## config.mk

```make
export PLATFORM = sky130hd
export DESIGN_NAME = cell4_exerciser_flat
export DESIGN_NICKNAME = d
export VERILOG_FILES = /design/src/rtl/cell4_exerciser_if.sv /design/src/rtl/cell4_exerciser.sv /design/src/flat_wrapper.sv
export SDC_FILE = /design/constraint.sdc
export NUM_CORES = 1
export LEC_CHECK = 0
export BUFFER_PORTS_ARGS = -buffer_cell sky130_fd_sc_hd__buf_2
export CAP_MARGIN = 10
export CORE_MARGIN = 3
export CORE_UTILIZATION = 29
export DETAILED_ROUTE_END_ITERATION = 10
export PLACE_DENSITY_LB_ADDON = 0.3
export SLEW_MARGIN = 40
export SYNTH_ARGS = -nofsm -noshare
export SYNTH_HDL_FRONTEND = slang
export SYNTH_SLANG_ARGS = --single-unit
export TNS_END_PERCENT = 1
```

## constraint.sdc

```tcl
create_clock -name ck -period 7.82 [get_ports ck]
set_clock_uncertainty 0.15 [all_clocks]
set_input_delay 0.391 -clock ck [delete_from_list [all_inputs] [get_ports ck]]
set_output_delay 0.391 -clock ck [all_outputs]
set_load 0.05 [all_outputs]
```

## src/rtl/cell4_exerciser_if.sv

```systemverilog
// Control/CUT bundle for the 4-input cell exerciser.
//   start      : run request from the control block
//   truth      : expected cell output per vector, truth[v] for {i3,i2,i1,i0}=v
//   q_cut      : output of the cell under test
//   i0..i3     : cell-under-test inputs
//   busy, done : run status; done holds until the next accepted start
//   pass       : done with no mismatches
//   err_cnt    : saturating mismatch count
//   first_fail : vector index of the first mismatch (0 if none)
// slave  : exerciser side
// master : control block / CUT side
interface cell4_exerciser_if #(
  parameter int unsigned ERR_W = 5
);
  logic             start;
  logic [15:0]      truth;
  logic             q_cut;
  logic             i0;
  logic             i1;
  logic             i2;
  logic             i3;
  logic             busy;
  logic             done;
  logic             pass;
  logic [ERR_W-1:0] err_cnt;
  logic [3:0]       first_fail;

  modport slave (
    input  start, truth, q_cut,
    output i0, i1, i2, i3, busy, done, pass, err_cnt, first_fail
  );

  modport master (
    output start, truth, q_cut,
    input  i0, i1, i2, i3, busy, done, pass, err_cnt, first_fail
  );
endinterface

```

## src/rtl/cell4_exerciser.sv

```systemverilog
// On-chip exerciser for 4-input/1-output library cells. Walks all 16 input
// vectors into the cell under test, waits SETTLE cycles after each drive,
// samples q_cut against a truth table latched at start, and reports
// pass / saturating mismatch count / first failing vector.
// Ports:
//   ck    : clock, rising edge
//   nrst  : asynchronous active-low reset
//   bus   : cell4_exerciser_if.slave (start, truth, q_cut in; CUT inputs
//           and result outputs out). All outputs are registered.
// Parameters:
//   SETTLE : cycles between driving a vector and sampling q_cut (1..15)
//   ERR_W  : err_cnt width, must match the interface ERR_W
module cell4_exerciser #(
  parameter int unsigned SETTLE = 2,
  parameter int unsigned ERR_W  = 5
) (
  input logic               ck,
  input logic               nrst,
  cell4_exerciser_if.slave  bus
);

  typedef enum logic [2:0] {
    ST_IDLE,
    ST_DRIVE,
    ST_SETTLE,
    ST_SAMPLE,
    ST_DONE
  } state_t;

  state_t           state, state_n;
  logic [3:0]       vec, vec_n;
  logic [3:0]       timer, timer_n;
  logic [3:0]       cut_in, cut_in_n;
  logic [15:0]      truth_l, truth_l_n;
  logic [ERR_W-1:0] err, err_n;
  logic [3:0]       first, first_n;
  logic             busy, busy_n;
  logic             done, done_n;
  logic             pass, pass_n;
  logic             mism;

  always_ff @(posedge ck or negedge nrst) begin
    if (!nrst) begin
      state   <= ST_IDLE;
      vec     <= '0;
      timer   <= '0;
      cut_in  <= '0;
      truth_l <= '0;
      err     <= '0;
      first   <= '0;
      busy    <= 1'b0;
      done    <= 1'b0;
      pass    <= 1'b0;
    end else begin
      state   <= state_n;
      vec     <= vec_n;
      timer   <= timer_n;
      cut_in  <= cut_in_n;
      truth_l <= truth_l_n;
      err     <= err_n;
      first   <= first_n;
      busy    <= busy_n;
      done    <= done_n;
      pass    <= pass_n;
    end
  end

  assign mism = (bus.q_cut != truth_l[vec]);

  always_comb begin
    state_n   = state;
    vec_n     = vec;
    timer_n   = timer;
    cut_in_n  = cut_in;
    truth_l_n = truth_l;
    err_n     = err;
    first_n   = first;
    busy_n    = busy;
    done_n    = done;
    pass_n    = pass;

    case (state)
      ST_IDLE, ST_DONE: begin
        if (bus.start) begin
          state_n   = ST_DRIVE;
          vec_n     = '0;
          truth_l_n = bus.truth;
          err_n     = '0;
          first_n   = '0;
          busy_n    = 1'b1;
          done_n    = 1'b0;
          pass_n    = 1'b0;
        end
      end
      ST_DRIVE: begin
        cut_in_n = vec;
        timer_n  = 4'(SETTLE - 1);
        state_n  = ST_SETTLE;
      end
      ST_SETTLE: begin
        if (timer == '0) state_n = ST_SAMPLE;
        else             timer_n = timer - 4'd1;
      end
      ST_SAMPLE: begin
        if (mism) begin
          if (err != '1) err_n = err + 1'b1;
          // err stays nonzero once any mismatch is seen (saturation never
          // wraps), so err==0 identifies the first mismatch of the run.
          if (err == '0) first_n = vec;
        end
        if (vec == 4'd15) begin
          state_n = ST_DONE;
          busy_n  = 1'b0;
          done_n  = 1'b1;
          pass_n  = !mism && (err == '0);
        end else begin
          vec_n   = vec + 4'd1;
          state_n = ST_DRIVE;
        end
      end
      default: state_n = ST_IDLE;
    endcase
  end

  assign bus.i0         = cut_in[0];
  assign bus.i1         = cut_in[1];
  assign bus.i2         = cut_in[2];
  assign bus.i3         = cut_in[3];
  assign bus.busy       = busy;
  assign bus.done       = done;
  assign bus.pass       = pass;
  assign bus.err_cnt    = err;
  assign bus.first_fail = first;

endmodule

```

## src/flat_wrapper.sv

```systemverilog
// flat-port wrapper written by rule: the top's interface ports become plain ports
module cell4_exerciser_flat 
#(
  parameter int unsigned SETTLE = 2,
  parameter int unsigned ERR_W  = 5
)
  (ck, nrst, bus_start, bus_truth, bus_q_cut, bus_i0, bus_i1, bus_i2, bus_i3, bus_busy, bus_done, bus_pass, bus_err_cnt, bus_first_fail);
  cell4_exerciser_if #(.ERR_W(ERR_W)) bus_i ();
  input logic ck;
  input logic nrst;
  input wire logic [$bits(bus_i.start)-1:0] bus_start;
  input wire logic [$bits(bus_i.truth)-1:0] bus_truth;
  input wire logic [$bits(bus_i.q_cut)-1:0] bus_q_cut;
  output wire logic [$bits(bus_i.i0)-1:0] bus_i0;
  output wire logic [$bits(bus_i.i1)-1:0] bus_i1;
  output wire logic [$bits(bus_i.i2)-1:0] bus_i2;
  output wire logic [$bits(bus_i.i3)-1:0] bus_i3;
  output wire logic [$bits(bus_i.busy)-1:0] bus_busy;
  output wire logic [$bits(bus_i.done)-1:0] bus_done;
  output wire logic [$bits(bus_i.pass)-1:0] bus_pass;
  output wire logic [$bits(bus_i.err_cnt)-1:0] bus_err_cnt;
  output wire logic [$bits(bus_i.first_fail)-1:0] bus_first_fail;
  assign bus_i.start = bus_start;
  assign bus_i.truth = bus_truth;
  assign bus_i.q_cut = bus_q_cut;
  assign bus_i0 = bus_i.i0;
  assign bus_i1 = bus_i.i1;
  assign bus_i2 = bus_i.i2;
  assign bus_i3 = bus_i.i3;
  assign bus_busy = bus_i.busy;
  assign bus_done = bus_i.done;
  assign bus_pass = bus_i.pass;
  assign bus_err_cnt = bus_i.err_cnt;
  assign bus_first_fail = bus_i.first_fail;
  cell4_exerciser #(.SETTLE(SETTLE), .ERR_W(ERR_W)) u_core (.ck(ck), .nrst(nrst), .bus(bus_i));
endmodule
```

# == Word-level counts from Yosys, hierarchy flattened ==
# Cells that the tools add are included.
# word_totals
register_bits,43
input_bits,20
word_cells,70
# classes
n_addsub,3
order_cmp,1
eq_ne,15
mux,26
n_reduce_logical,15
# op_table
operator,count
4-bit one-hot mux with 2 select lines,3
4-bit two-way mux,5
5-bit two-way mux,3
3-bit one-hot mux with 4 select lines,1
2-bit by 1-bit != test with 1-bit output (second input constant),5
5-bit one-hot mux with 2 select lines,1
3-bit two-way mux,3
4-bit AND reduction,2
3-bit by 2-bit equality test with 1-bit output (second input constant),2
1-bit two-way mux,6
2-bit != test (second input constant),3
1-bit one-hot mux with 2 select lines,3
2-bit AND reduction,3
3-bit AND reduction,2
5-bit by 1-bit adder with 5-bit output (second input constant),1
5-bit logical NOT,1
4-bit by 5-bit less-than comparator with 1-bit output (second input constant),1
5-bit != test (second input constant),1
4-bit by 1-bit adder with 4-bit output (second input constant),1
1-bit binary-select mux with 4-bit select,1
4-bit equality test (second input constant),1
4-bit logical NOT,1
2-bit nonzero test,2
4-bit by 1-bit subtractor with 4-bit output (second input constant),1
other kinds (7),7

# == Logic depth before layout (Yosys ltp) ==
# logic_depth
depth_word,7
mapped_depth,7

# == Worst setup path before layout ==
# Ideal clock, no wire load.
# synth_path
path_kind,register -> register
startpoint,register u_core.vec[0]
endpoint,"register u_core.err[2], in the netlist u_core.bus.err_cnt[2]"
setup_ps,124
t_arrival_ps,2346
t_required_ps,7546
setup_slack_ps,5200
path_stages_with_launch,8
path_buffers,2
period_less_slack_ps,2620
cell_sequence,dfrtp_1 > buf_6 > mux4_1 > mux4_2 > xnor2_2 > buf_6 > o311a_2 > a211o_1
# synth_via
elab_chain_len,5
# synth_rtl
item,line,rtl
from (decl),cell4_exerciser.sv:31,"logic [3:0] vec, vec_n;"
from (signal assigned),cell4_exerciser.sv:56,vec <= vec_n;
1-bit binary-select mux with 4-bit select,cell4_exerciser.sv:68,assign mism = (bus.q_cut != truth_l[vec]);
1-bit two-way mux (not written as such),cell4_exerciser.sv:68,
1-bit != test,cell4_exerciser.sv:68,
2-bit by 1-bit != test with 1-bit output (no line),-,
4-bit AND reduction (no line),-,
to (signal assigned),cell4_exerciser.sv:60,err <= err_n;
to (decl),cell4_exerciser.sv:35,"logic [ERR_W-1:0] err, err_n;"
# No other way between the ends. The select of a mux whose other input is x is not followed.
# A chain may end at the register's enable or synchronous reset.

# == Final worst setup path ==
# layout_path
startpoint,register u_core.vec[0]
endpoint,"register u_core.err[4], in the netlist u_core.bus.err_cnt[4]"
# The elaborated chain is that of the path after synthesis.

==> summary.txt <==
Synth
  – Syn. warnings: 0
  – Gate Count Post-Synth: 214
  – Post-Syn Area: approximately 2200 sq um
  – Number of synthesized flops with an enable pin: 0
  – Synthesized area per cell: about 10 sq um
  – Register area share after synthesis: about half
  – #FFs+latches synth: 43
  – Main synth FF type: dfrtp_1
  – Syn Nets: 240
  – Yosys cell types: 43
  – Async S/R FF share, synth: between 90% and 100%

Clock network
  – Clock latency on the worst-skew pair: around 0.30 ns
  – CTS resizes: 0
  – Clock buffer count from CTS: 5
  – H-tree levels: 2
  – CTS sink cnt: 43
  – Reg clk slew, reported paths: approximately 0.09 ns
  – Clock buffer depth: 2
  – CTS tree: done
  – CTS root buf: clkbuf_8

Drt
  – DR vias/cell: roughly 4.6
  – Routed len/inst: 13.4 um
  – Initial DRC Count: 67
  – Routed via count: around 1,600
  – DRC violation count after routing: 0
  – Drt first pass iters: 6
  – DRT Wirelength: about 4600 um
  – Post-DRT Antenna Nets: 0

Floorplan
  – Row count: 30
  – Die Footprint: ~8600 sq um
  – I/O pins: 36
  – DIE WIDTH: between 90 and 100 um
  – Core area: 7020 sq um
  – Die span in y: around 90 um
  – Initial Util: between 30% and 40%

Placed design
  – Area post-placement: 2360 sq um
  – Detailed placement HPWL: roughly 3200 um
  – Routability Congestion: 0.721
  – IO buf count: 35

Pwr
  – Power Dens Cells: about 420 nW/um^2
  – Design Power: around 1100 uW
  – Max IR drop VDD: ~190 uV
  – Leakage: roughly 0.0012 uW

Timing
  – Period minus WS final: 2.85 ns
  – Tightest Pin Transition: approximately 0.75 ns
  – Relative slew slack: between 50% and 60%
  – Hold Vio Cnt, Final: 0
  – Period utilization: a little over a third
  – RSZ-0062 raised after global routing: no
  – Fmax achieved: roughly 350 MHz
  – Setup_tns: 0 ns
  – Slew Limit Fails: 0
  – Final setup fails: 0

Setup path
  – Critical path cell sequence: mux4_1 -> mux4_2 -> xnor2_2 -> or2_2 -> a311o_1
  – Worst setup SP type: register
  – Crit path max-delay cell type: mux4_1
  – Worst EP arrival: a little under 3 ns
  – Max incr delay on CP: slightly above 0.6 ns
  – CP endpoint kind: register
  – Worst reg-to-reg path cell count: 5
  – Kind of critical path: register to register
  – Internal reg-to-reg setup slack: ~5 ns
  – Crit Path Max Fanout: 11
  – Crit path required time: ~7.9 ns

Cells and area
  – Commonest non-fill, non-tap cell in the layout: nand2_1
  – Core Util, Final: 35.9%
  – Fin nets: 270
  – Fill cells: ~740
  – Most frequent cells in the layout: 61 x nand2_1, 43 x dfrtp_1, 34 x buf_2, 15 x nor2_1, 11 x inv_1
  – Share of cells above drive strength 1: between 20% and 30%
  – Syn-to-layout area delta: 16.2%
  – Antenna cells: 0
  – Fin area: ~2500 sq um

Global routing
  – Largest net degree at the start of global routing: 44
  – GR Util met1: ~16%
  – GRT met2 Usage: between 10% and 20%
  – GR peak layer: met2
  – Total Routing Usage GR: a little under an eighth
  – Vias in the first global route: between 1,500 and 2,000
  – First-pass GRT wire length: just under 8000 um
  – Initial antenna violation count: 0
  – Total gr overflow: 0
  – Met3 Usage GRT: under 10%

Run status
  – Status: complete, no violations

Min path
  – Hold Path Depth: 3
  – Hold WC Path Type: input pin to register

Flow run
  – Maximum Capacitance Violations: 0
## state kept, by name, summed over array words and instances (netlist names)
name,count
u_core.bus.pass,1
u_core.timer,4
u_core.bus.first_fail,4
u_core.vec,4
u_core.cut_in,4
u_core.bus.done,1
u_core.truth_l,16
u_core.bus.err_cnt,5
u_core.bus.busy,1
u_core.state,3
## kinds of logic (layout without fill, tap and decap cells)
| family | Yosys count | count (layout) | synth area share [%] |
|---|---|---|---|
| compound gates | 20 | 20 | 6.92 |
| xor+xnor | 5 | 5 | 2.37 |
| fa+ha+maj | 6 | 6 | 3.46 |
| buf+inv | 24 | 55 | 6.58 |
| flops | 43 | 43 | 49.6 |
| mux | 14 | 14 | 10.3 |
| simple gates | 102 | 102 | 20.8 |
## path summary, 6_finish.rpt
check | startpoint | endpoint
worst max-delay path | u_core.vec[0]$_DFFE_PN0P_ | u_core.bus.err_cnt[4]$_DFFE_PN0P_
worst min-delay path | bus_truth[1] | u_core.truth_l[1]$_DFFE_PN0P_
worst max register to register | u_core.vec[0]$_DFFE_PN0P_ | u_core.bus.err_cnt[4]$_DFFE_PN0P_
worst min register to register | u_core.truth_l[15]$_DFFE_PN0P_ | u_core.truth_l[15]$_DFFE_PN0P_
max in group asynchronous | nrst | u_core.state[2]$_DFFE_PN0P_
min in group asynchronous | nrst | u_core.truth_l[0]$_DFFE_PN0P_
## metrics by stage
step	instances	hold WS [ns]	worst slack, ns
after detailed placement	332	0.282	4.97
after global placement	332	0.302	5.01
after global routing	341	0.114	4.83
final	341	0.124	4.97
after floorplan	214	-0.0546	5.20
after CTS	341	0.115	4.95
## per-layer routing
layer / wire length (um) / share of wire (%) / vias up
met4: 86 / 1.9 / 0
met3: 221 / 4.8 / 8
met2: 2070 / 45 / 34
met5: 0 / 0 / -
met1: 2180 / 48 / 738
li1: - / - / 783
## cell usage after synthesis (3+ instances only)
| master | instances | area, sq um |
|---|---|---|
| xor2_1 | 3 | 26.3 |
| mux4_1 | 4 | 105 |
| inv_1 | 11 | 41.3 |
| mux2_2 | 4 | 45.0 |
| nor3_1 | 6 | 30.0 |
| nor2_1 | 15 | 56.3 |
| clkbuf_1 | 6 | 22.5 |
| a21oi_1 | 5 | 25.0 |
| nand2_1 | 62 | 233 |
| ha_1 | 6 | 75.1 |
| or3_1 | 3 | 18.8 |
| a31oi_1 | 3 | 18.8 |
| mux2i_1 | 5 | 50.1 |
| dfrtp_1 | 43 | 1080 |
| nor4b_1 | 3 | 26.3 |
## worst max-delay path: cells and delay by family, from the launching register on
| kind | cells | cell delay [ns] |
|---|---|---|
| AO/OA/AOI/OAI | 1 | 0.34 |
| XOR/XNOR | 1 | 0.24 |
| flip-flops | 1 | 0.56 |
| multiplexers | 2 | 1.11 |
| AND/OR/NAND/NOR | 1 | 0.33 |
## cell type report
class,count,area [sq um],area share (%)
Clock inverter,3,67.6,2.68
Sequential cell,43,1080,42.7
Tap cell,96,120,4.77
Multi-Input combinational cell,147,957,38.0
Timing Repair Buffer,36,188,7.45
Inverter,11,41.3,1.64
Clock buffer,5,68.8,2.73
## where the power goes
group          internal (uW)  leakage [uW]  switching [uW]
sequential               309      0.000547            83.7
clock                    127     0.0000644            80.9
combinational            172      0.000635             281
## what timing repair did
| item | 4_1_cts | 5_1_grt |
|---|---|---|
| hold endpoints to repair | 43 | 0 |
| hold buffers | 1 | 0 |
| setup buffers | 0 | 0 |
Power figures use the tool's default switching activity.
